File: config.mk
export PLATFORM = sky130hd
export DESIGN_NAME = wishbone_nn_master
export DESIGN_NICKNAME = d
export VERILOG_FILES = /design/src/rtl/wishbone_nn_master.sv
export SDC_FILE = /design/constraint.sdc
export NUM_CORES = 1
export LEC_CHECK = 0
export ABC_AREA = 1
export CORE_MARGIN = 4
export CORE_UTILIZATION = 36
export CTS_CLUSTER_DIAMETER = 50
export DETAILED_ROUTE_END_ITERATION = 10
export PLACE_DENSITY = 0.85
export REMOVE_ABC_BUFFERS = 1
export SLEW_MARGIN = 20
export SYNTH_ARGS = -nofsm -noshare
export SYNTH_HDL_FRONTEND = slang
export SYNTH_SLANG_ARGS = --single-unit
File: constraint.sdc
create_clock -name wb_clk_i -period 1.22 [get_ports wb_clk_i]
set_input_delay 0.244 -clock wb_clk_i [delete_from_list [all_inputs] [get_ports wb_clk_i]]
set_output_delay 0.244 -clock wb_clk_i [all_outputs]
set_load 0.05 [all_outputs]
File: src/rtl/wishbone_nn_master.sv
// wishbone_nn_master: Wishbone B4 classic initiator that turns valid/ready commands into single bus cycles.
module wishbone_nn_master #(
  parameter int TIMEOUT_CYCLES = 255,
  parameter int CNT_W = 8
) (
  input  logic        wb_clk_i,
  input  logic        wb_rst_i,
  input  logic        cmd_valid_i,
  output logic        cmd_ready_o,
  input  logic        cmd_we_i,
  input  logic [31:0] cmd_adr_i,
  input  logic [31:0] cmd_dat_i,
  input  logic [3:0]  cmd_sel_i,
  output logic        wbm_cyc_o,
  output logic        wbm_stb_o,
  output logic        wbm_we_o,
  output logic [31:0] wbm_adr_o,
  output logic [31:0] wbm_dat_o,
  output logic [3:0]  wbm_sel_o,
  input  logic        wbm_ack_i,
  input  logic [31:0] wbm_dat_i,
  output logic        rsp_valid_o,
  input  logic        rsp_ready_i,
  output logic [31:0] rsp_dat_o,
  output logic        rsp_err_o
);
  typedef enum logic [1:0] {IDLE, BUS, RESP} state_t;
  state_t r_state, w_next;
  logic r_rdy, r_we, r_err;
  logic [31:0] r_adr, r_dat, r_rdat;
  logic [3:0] r_sel;
  logic [CNT_W-1:0] r_cnt;
  logic w_acc, w_ack, w_to;
  assign w_acc = cmd_valid_i && r_rdy;
  assign w_ack = r_state == BUS && wbm_ack_i;
  assign w_to = TIMEOUT_CYCLES != 0 && r_cnt == CNT_W'(TIMEOUT_CYCLES - 1);
  always_comb begin
    w_next = r_state;
    if (r_state == IDLE) w_next = w_acc ? BUS : IDLE;
    else if (r_state == BUS) w_next = (w_ack || w_to) ? RESP : BUS;
    else w_next = rsp_ready_i ? IDLE : RESP;
  end
  always_ff @(posedge wb_clk_i) begin
    if (wb_rst_i) begin
      r_state <= IDLE;
      r_rdy <= 1'b0;
      r_we <= 1'b0;
      r_adr <= '0;
      r_dat <= '0;
      r_sel <= '0;
      r_rdat <= '0;
      r_err <= 1'b0;
      r_cnt <= '0;
    end else begin
      r_state <= w_next;
      r_rdy <= w_next == IDLE;
      if (w_acc) begin
        r_we <= cmd_we_i;
        r_adr <= cmd_adr_i;
        r_dat <= cmd_dat_i;
        r_sel <= cmd_sel_i;
        r_cnt <= '0;
      end
      // ack takes priority over a timeout landing on the same edge
      if (r_state == BUS) begin
        if (w_ack) begin
          r_rdat <= r_we ? '0 : wbm_dat_i;
          r_err <= 1'b0;
        end else if (w_to) begin
          r_rdat <= '0;
          r_err <= 1'b1;
        end else if (r_cnt != '1) r_cnt <= r_cnt + 1'b1;
      end
    end
  end
  assign cmd_ready_o = r_rdy;
  assign wbm_cyc_o = r_state == BUS;
  assign wbm_stb_o = r_state == BUS;
  assign wbm_we_o = r_we;
  assign wbm_adr_o = r_adr;
  assign wbm_dat_o = r_dat;
  assign wbm_sel_o = r_sel;
  assign rsp_valid_o = r_state == RESP;
  assign rsp_dat_o = r_rdat;
  assign rsp_err_o = r_err;
endmodule

==> metrics, run 1 <==
status=finished, violations left; failing checks=setup timing; die height=116 um; DR vias/cell=~5.1; sequential-to-total area share from yosys stat=53.4%; area grow syn2layout=107%; total track usage=23.3%; reg-to-reg critical path startpoint=r_state[1]; Net Sw Power=3.32 mW; Port Buffer Count=about 210; Antenna Cells=0; crit-path max FO=2; DIE WIDTH=around 120 um; Power Internal=around 8.9 mW; latest clock arrival within the worst-skew pair=0.41 ns; top post-synthesis cells by count=nor2_1, dfxtp_1, nand2_1; maximum vdd ir drop=1.13 mV; worst hold path type=input pin to flip-flop; slew margin rel.=77.1%; dpl hpwl=between 10000 and 15000 um; pin count of the biggest net entering global routing=44; post-synthesis cell type count=29; Max Transition Viols Final=0; post-route clock period utilization=119%; initial antenna violation count=0; buffer depth of the longest clock path=2; initial DRC count=~270; pwr dens=between 1000 and 1500 nW/um^2; Mapped Area=4240 um^2; clock-pin slew on the worst setup and hold paths=0.05 ns; fin util=76.5%; Setup CP Type=flip-flop to output pin; Reg2Reg Setup Slack=-0.19 ns; Synth Warn #=0; first-pass GRT wire length=around 24000 um; final setup margin=-0.236 ns; CTS tree=done; clock power share=between 40% and 50%; Max Cap Viol=0; aggregate routed wire length=16500 um; Placeable Area=11500 um^2; dominant cell type by area after synthesis=dfxtp_1; CP startpoint kind=flip-flop; share of layout cells above drive strength 1=between 30% and 40%; # IOs=212; RSZ-0062 raised after global routing=true; Final Hold Vio Count=0; fin area=8770 um^2; Post-synth EDFFs=0; Worst Tran Pin Value=0.344 ns; critical path arrival=approximately 1.2 ns; fin crit period=about 1.5 ns; Sink Count=roughly 110; HP Start=wbm_dat_i[16]; main flop type after synthesis=dfxtp_1; Cells after DPL=901; Final Wtd Congestion=0.865; synthesis-stage register bit count=113; Rows=39; CP Capture Type=output pin; clk_skew=0.00539 ns; final setup vio count=46; drt drc=0; dpl cell area=between 7000 and 8000 um^2; Synth area leaders=dfxtp_1, nor2_1, o21ai_0, nand2_1, a21oi_1; Congestion Overflow GR=0; maximum operating frequency=687 MHz; total CTS buffers=17; Post-synth ARST share=0%; via count=~4.8k; CTS Hold Bufs=0; initial cell density of the core=36.9%; Flop pwr share=34.3%; Pre-antenna DRT Iters=5; H-tree levels=4; Nets=between 800 and 900; non-filler cells, final=944; Critical Path Start=r_state[1]; WP data required=roughly 0.98 ns; synthesized instance count=between 500 and 600; die area=13600 um^2; Comb pwr share=23.2%; share of the synthesized area in the top cell type=53.4%; Root Driver=clkbuf_16; Post-DRT Antenna Nets=0; mean post-synth cell area=7.80 um^2; Pleak=3.44 nW; count leader, synth=nor2_1; WL/cell=17.4 um; Sw Ratio=roughly 27%; vias in the first global route=4865
## path summary, 6_finish.rpt
check,endpoint,cells after the start
worst min register to register,rsp_dat_o[10],2
worst min-delay path,rsp_dat_o[16],3
worst max-delay path,wbm_stb_o,5
worst max register to register,rsp_dat_o[23],9
## through the flow
stage | setup slack [ns] | TNS [ns] | power, mW | hold slack, ns
final | -0.236 | -7.00 | 12.2 | 0.402
after global routing | -0.284 | -9.87 | 12.6 | 0.407
after CTS | -0.222 | -6.19 | 12.2 | 0.371
after detailed placement | -0.400 | -30.56 | 6.96 | 0.491
after global placement | -0.296 | -26.66 | 6.89 | 0.485
after floorplan | -1.63 | -117.52 | 5.30 | 0.306
## logic make-up (layout without fill, tap and decap cells)
logic type	count (synthesis)	in the layout	share of synthesized area, %
AO/OA/AOI/OAI	117	117	14.1
AND/OR/NAND/NOR	261	263	25.9
buffers and inverters	49	305	5.79
flip-flops	113	113	53.4
adder cells (fa/ha/maj)	2	2	0.591
XOR/XNOR	1	1	0.207
## layout by cell type, fill, tap and decap left out, drive strengths merged, types with 2 or more instances in the layout
| cell | instances |
|---|---|
| nor3 | 2 |
| dfxtp | 113 |
| nor2 | 154 |
| nand3 | 10 |
| clkbuf | 27 |
| a21oi | 37 |
| nand2 | 94 |
| clkdlybuf4s50 | 105 |
| nand4 | 2 |
| o21ai | 78 |
| buf | 155 |
| ha | 2 |
| inv | 14 |
| bufinv | 3 |
## cell type report
cell class                 count  area [um^2]
fill                         626         2700
sequential                   113         2340
multi-input combinational    383         1920
tap                          143          179
inverter                      14         62.6
clock buffer                  27          523
timing repair buffer         260         3650
clock inverter                 4         95.1
## sequential cells by signal (all words and copies together) (netlist names)
signal	count
cmd_ready_o	1
r_cnt	8
r_state	2
rsp_dat_o	32
rsp_err_o	1
wbm_adr_o	32
wbm_dat_o	32
wbm_sel_o	4
wbm_we_o	1
## power by group through the flow
stage                     registers, mW  clock network (mW)  logic (mW)
final                              4.18                5.18        2.83
after global routing               4.20                5.40        2.97
after CTS                          4.17                5.23        2.80
after detailed placement           4.24                   0        2.72
after global placement             4.22                   0        2.67
after floorplan                    4.85                   0       0.446
## routing by layer
metal	vias up	track usage, %	routed length, um
met5	-	0	0
met1	2237	22.4	5700
met4	0	11.2	501
li1	2236	-	-
met3	39	12.8	1970
met2	258	40.4	8280
## critical path: stages (launching register included)
cell	delay, ns
dfxtp_2	0.34
inv_2	0.06
nand2_4	0.10
inv_6	0.04
buf_6	0.12
buf_12	0.14
## what timing repair did
| item | CTS | global route |
|---|---|---|
| cloned | 2 | 0 |
| endpoints found under the setup margin | 56 | 111 |
| pin swaps | 9 | 7 |
| setup buffers | 9 | 2 |
| gates resized for setup | 53 | 83 |
(Power assumes the default switching activity.)
==> inputs of run 2 (changes only) <==
--- a/config.mk
+++ b/config.mk
@@ -5,12 +5,12 @@
 export SDC_FILE = /design/constraint.sdc
 export NUM_CORES = 1
 export LEC_CHECK = 0
-export ABC_AREA = 1
+export ABC_AREA = 0
 export CORE_MARGIN = 4
 export CORE_UTILIZATION = 36
 export CTS_CLUSTER_DIAMETER = 50
 export DETAILED_ROUTE_END_ITERATION = 10
-export PLACE_DENSITY = 0.85
+export PLACE_DENSITY = 0.86
 export REMOVE_ABC_BUFFERS = 1
 export SLEW_MARGIN = 20
 export SYNTH_ARGS = -nofsm -noshare
==> metrics, run 2 <==
Worst Tran Pin Value=0.389 ns (+0.0451 ns); final setup margin=-0.464 ns (-0.228 ns); DIE WIDTH=114 um (-1.8%); maximum operating frequency=594 MHz (-14%); most common cell after layout, fill and taps aside=nand2_1; H-tree levels=4 (unchanged); buffer depth of the longest clock path=2 (unchanged); Root Driver=clkbuf_16; Port Buffer Count=211 (unchanged); latest clock arrival within the worst-skew pair=0.41 ns (about the same); Max Transition Viols Final=0 (unchanged); crit-path max FO=8 (+6); area grow syn2layout=116%; Flop pwr share=38.1% (+3.8 points); worst hold stages=3 (unchanged); cells on worst reg2reg path=7 (-2); die height=114 um (-1.8%); WL/cell=19.8 um (+13%); CP startpoint kind=flip-flop; clock-pin slew on the worst setup and hold paths=0.06 ns (about the same); post-route clock period utilization=138% (+19 points); pin count of the biggest net entering global routing=52 (+18%); Cells after DPL=805 (-11%); Antenna Cells=0 (unchanged); vias in the first global route=4599 (-5.5%); CTS Hold Bufs=0 (unchanged); dpl hpwl=11000 um (+3.0%); dpl cell area=7610 um^2 (-2.0%); synthesis-stage register bit count=113 (unchanged); Final Wtd Congestion=0.903 (+4.4%); Reg2Reg Setup Slack=-0.46 ns (-0.27 ns); die area=13100 um^2 (-3.5%); main flop type after synthesis=dfxtp_1; slew margin rel.=74.1% (-3.0 points); CP Capture Type=flip-flop; share of layout cells above drive strength 1=44.8% (+9.5 points); initial DRC count=180 (-32%); drt drc=0 (unchanged); Sw Ratio=26.7% (-0.51 points); global routing usage on met1=24.1% (+1.7 points); Congestion Overflow GR=0 (unchanged); Setup CP Type=flip-flop to flip-flop; Final Hold Vio Count=0 (unchanged); total power=10.5 mW (-14%); fin crit period=1.68 ns (+0.228 ns); maximum vdd ir drop=1.39 mV (+23%); Sink Count=113 (unchanged); HP Start=cmd_adr_i[17]; status=finished, violations left; Rows=38 (-2.6%); dpl ws=-0.530 ns (-0.130 ns); initial cell density of the core=37.1% (+0.18 points); Hold Path End=wbm_adr_o[17]; Max Cap Viol=0 (unchanged); clock power share=41.5% (-1.0 points); Net Sw Power=2.82 mW (-15%); via count=4446 (-6.8%); reg-to-reg critical path startpoint=r_cnt[0]; post-synthesis cell type count=41 (+41%); top post-synthesis cells by count=nand2_1, dfxtp_1, a21oi_1; RSZ-0062 raised after global routing=true; fin area=8800 um^2 (+0.40%); Synth area leaders=dfxtp_1, nand2_1, a21oi_1, a22o_2, clkbuf_1; commonest non-fill, non-tap cells in the layout=nand2_1, buf_12, clkdlybuf4s50_1; Pleak=3.39 nW (-1.3%); mean post-synth cell area=9.00 um^2 (+15%); reg2reg end=rsp_dat_o[15]; GRT met3 Usage=11.2% (-1.6 points); Pre-antenna DRT Iters=4 (-1); pwr dens=1200 nW/um^2 (-14%); clk_skew=0.00823 ns (+0.00285 ns); total track usage=23.7% (+0.45 points); met2 Resource Use GR=42.2% (+1.8 points); # IOs=212 (unchanged); Placeable Area=11000 um^2 (-4.2%); first-pass GRT wire length=24000 um (-0.88%); synthesized instance count=453 (-17%); count leader, synth=nand2_1; non-filler cells, final=858 (-9.1%); Post-synth ARST share=0% (unchanged); Power Internal=7.72 mW (-13%); CTS tree=done; share of the synthesized area in the top cell type=55.5% (+2.1 points); final setup vio count=46 (unchanged); failing checks=setup timing; Hold WS=0.378 ns (-0.0240 ns); total CTS buffers=17 (unchanged); Mapped Area=4080 um^2 (-3.8%); aggregate routed wire length=17000 um (+3.1%); Comb pwr share=20.4% (-2.8 points); initial antenna violation count=0 (unchanged); DR vias/cell=5.18 (+2.6%); Synth Warn #=0 (unchanged); Nets=815 (-9.1%); dominant cell type by area after synthesis=dfxtp_1; Post-DRT Antenna Nets=0 (unchanged); global routing's busiest layer=met2; worst hold path type=input pin to flip-flop; critical path arrival=1.98 ns (+0.77 ns); sequential-to-total area share from yosys stat=55.5% (+2.1 points); WP data required=1.52 ns (+0.54 ns); Post-synth EDFFs=0 (unchanged)
[run 2: cell count changes after synthesis, moves of 4 or more]
| cell | delta |
|---|---|
| a22o_2 | +29 |
| nand2_4 | -5 |
| clkbuf_1 | -4 |
| a21oi_1 | +40 |
| nand2b_1 | +4 |
| nor2_1 | -143 |
| inv_1 | -10 |
| nand2_1 | +56 |
| buf_6 | -4 |
| nand3_1 | +4 |
| o21ai_0 | -74 |
[run 2: cell families (layout without fill, tap and decap cells)]
kind of cell / after synthesis / in the layout / synth area share [%]
adder cells (fa/ha/maj): 2 / 2 / 0.614
AO/OA/AOI/OAI: 121 / 121 / 20.0
flip-flops: 113 / 113 / 55.5
multiplexers: 1 / 1 / 0.246
buffers and inverters: 33 / 298 / 3.81
AND/OR/NAND/NOR: 183 / 183 / 19.9
[run 2: how the worst max path moves through the flow]
stage / startpoint / to / slack [ns] / cells past startpoint
global placement: wbm_ack_i / r_cnt[5] / -0.48 / 5
floorplan: cmd_ready_o / r_cnt[2] / -1.22 / 3
global route: r_cnt[0] / rsp_dat_o[15] / -0.51 / 7
CTS: r_cnt[0] / rsp_dat_o[3] / -0.36 / 7
finish: r_cnt[0] / rsp_dat_o[15] / -0.46 / 7
detailed placement: wbm_ack_i / r_cnt[5] / -0.53 / 5
[run 2: metal layers]
layer	up-vias	wire (um)	part of all wire (%)
li1	2058	-	-
met1	2119	5830	34
met2	224	8990	53
met3	45	1580	9.3
met4	0	565	3.3
met5	-	0	0
[run 2: timing repair]
item | CTS | global route
gates cloned | 2 | 1
pin swaps | 17 | 20
gates resized for setup | 58 | 84
setup buffers | 15 | 10
endpoints found under the setup margin | 58 | 104
[run 2: per-stage QoR]
step | utilization, % | setup TNS (ns)
2_1_floorplan | - | -119.61
3_3_place_gp | 69.3 | -32.58
3_5_place_dp | 69.3 | -36.99
4_1_cts | 77.1 | -14.49
5_1_grt | 80.2 | -20.25
6_report | 80.2 | -17.78
[run 2: power by group through the flow]
stage	Sequential [mW]	Clock (mW)	Combinational, mW
6_report	4.02	4.38	2.15
5_1_grt	4.03	4.62	2.23
4_1_cts	4.01	4.42	2.07
3_5_place_dp	4.08	0	1.99
3_3_place_gp	4.07	0	1.94
2_1_floorplan	4.48	0	0.302
[run 2: final cells by class]
| type | count | area, um^2 |
|---|---|---|
| Tap cell | 140 | 175 |
| Fill cell | 571 | 2180 |
| Multi-Input combinational cell | 307 | 1970 |
| Inverter | 1 | 6.26 |
| Clock buffer | 23 | 488 |
| Timing Repair Buffer | 267 | 3780 |
| Sequential cell | 113 | 2350 |
| Clock inverter | 7 | 35.0 |
[run 2: critical path: stages, from the launching register on]
cell	delay, ns
dfxtp_4	0.36
inv_4	0.07
ha_4	0.13
nand4_1	0.18
o21bai_4	0.25
a21oi_4	0.14
clkbuf_16	0.20
a22o_4	0.23
==> inputs of run 3 (changes only) <==
--- a/config.mk
+++ b/config.mk
@@ -9,6 +9,7 @@
 export CORE_MARGIN = 4
 export CORE_UTILIZATION = 36
 export CTS_CLUSTER_DIAMETER = 50
+export CTS_CLUSTER_SIZE = 30
 export DETAILED_ROUTE_END_ITERATION = 10
 export PLACE_DENSITY = 0.86
 export REMOVE_ABC_BUFFERS = 1
==> results of run 3 <==
No change in the layout: final DEF, timing and power equal those of run 2.
==> edit: new RTL, config.mk and constraints of run 2 <==
The 3 states of `state_t` get a one-hot encoding in 3 bits.
--- a/src/rtl/wishbone_nn_master.sv
+++ b/src/rtl/wishbone_nn_master.sv
@@ -26,3 +26,3 @@
 );
-  typedef enum logic [1:0] {IDLE, BUS, RESP} state_t;
+  typedef enum logic [2:0] {IDLE = 3'b001, BUS = 3'b010, RESP = 3'b100} state_t;
   state_t r_state, w_next;
Behaviour: same outputs for any inputs over 10 cycles, from zero or initial values and one cycle with wb_rst_i high; not proved beyond that.
==> edit against run 2 <==
Maximum frequency is 2.4% lower. Sequential cell count grew 1. Wire length rose by 5.6%. Total power rose by 16%. Synthesized area about the same. The run still ends with setup timing left. Final area up 0.81%. Worst setup slack lost 0.041 ns. Worst hold slack lost 0.15 ns.
==> edit: results <==
[outcome]
status = "finished with violations"
violations = "setup timing"

[setup_path]
path_max_fanout = 3

[placed_design]
hpwlAfterDp_um = 10800
post_dp_cell_area_um2 = 7660
place.gp.congestion = 0.837
io_buffers = 211

[logic_synthesis]
synth_area_leaders = "dfxtp_1 56%, nand2_1 13%, a21oi_1 9.5%"
seq_area_frac_synth_pct = 56.0
synth-main-ff-cell = "dfxtp_1"
synth_cell_types = 40
yosys_warnings = 0
syn_area_um2 = 4080
netlist_top_cells_count = "142 x nand2_1, 114 x dfxtp_1, 77 x a21oi_1"

[drt]
route.detailed.vias_per_inst = 5.30
drt_iter0_drc = 511
totalWireLength_um = 17900
firstDrtPassIters = 6

[timing]
finalWorstSetupSlack_ns = -0.505
tns_ns = -16.96
setup_viol = 49
worstMarginPinSlew_ns = 0.360
skew_ns = 0.0127

[layout]
fillers = 591
drive_gt1_share_pct = 37.5
num-nets-final = 830

[power_and_ir_drop]
cellLeakagePower_nw = 3.46
vdd_drop_max_mv = 0.855

[clocking]
insertion_delay_ns = 0.41
numCtsBuffers = 17

[worst_hold_path]
hold_path.class = "input port to register"

[global_route]
gr-usage-all-layers_pct = 24.2
grt_first_pass_wirelength_um = 24700
grt_start_max_net_pins = 68
grt_pass1_vias = 4786
[edit: final cells by class]
class,count,area (um2),area share (%)
repair buffers,278,3920,44.2
flip-flops and latches,114,2330,26.3
multi-input cells,309,1810,20.4
clock buffers,22,494,5.57
well taps,140,175,1.97
clock inverters,9,128,1.44
inverters,2,10.0,0.113
[edit: layer usage]
layer / track usage, % / part of all wire, %
met5: 0 / 0
met1: 25.0 / 35
met3: 9.14 / 9.5
met2: 42.4 / 52
met4: 12.4 / 3.9
[edit: critical path, cell delays in order (launching register included)]
cell and delay [ns]:
dfxtp_2 0.34, buf_6 0.13, buf_6 0.12, nor3b_4 0.23, buf_6 0.14, buf_12 0.12
[edit: metrics by stage]
step	cells	setup slack, ns	hold WS (ns)
3_5_place_dp	817	-0.626	0.487
3_3_place_gp	817	-0.580	0.478
2_1_floorplan	425	-1.47	0.313
4_1_cts	861	-0.390	0.199
5_1_grt	874	-0.549	0.225
6_report	874	-0.505	0.225
[edit: worst paths after layout]
kind                                                 start  slack, ns                         end  depth (start not counted)
worst max-delay path                 r_state[0]$_SDFF_PP1_      -0.51                 rsp_valid_o                          5
worst min register to register  wbm_dat_o[13]$_SDFFE_PP0P_       0.49  wbm_dat_o[13]$_SDFFE_PP0P_                          2
worst max register to register       r_state[0]$_SDFF_PP1_      -0.47         r_cnt[2]$_SDFF_PP0_                          6
worst min-delay path                              wb_rst_i       0.23       wbm_we_o$_SDFFE_PP0P_                          2
[edit: timing repair]
item	in CTS	in global routing
cloned	2	6
resized for setup	41	48
buffers inserted	13	9
endpoints found under the setup margin	53	92
pin swaps	18	34
hold endpoints to repair	0	0
[edit: report_power, final]
group	internal [mW]	total, mW	switching (mW)	leakage [nW]
Combinational	1.47	2.90	1.43	2.21
Clock	3.46	5.19	1.73	0.300
Sequential	3.94	4.18	0.236	0.943
Total	8.87	12.3	3.40	3.46
[edit: cell families (layout without fill, tap and decap cells)]
kind of cell | count (synthesis) | after routing | synth area share, %
buf+inv | 34 | 311 | 3.93
compound gates | 129 | 129 | 20.1
flops | 114 | 114 | 56.0
simple gates | 178 | 178 | 19.3
fa+ha+maj | 2 | 2 | 0.614
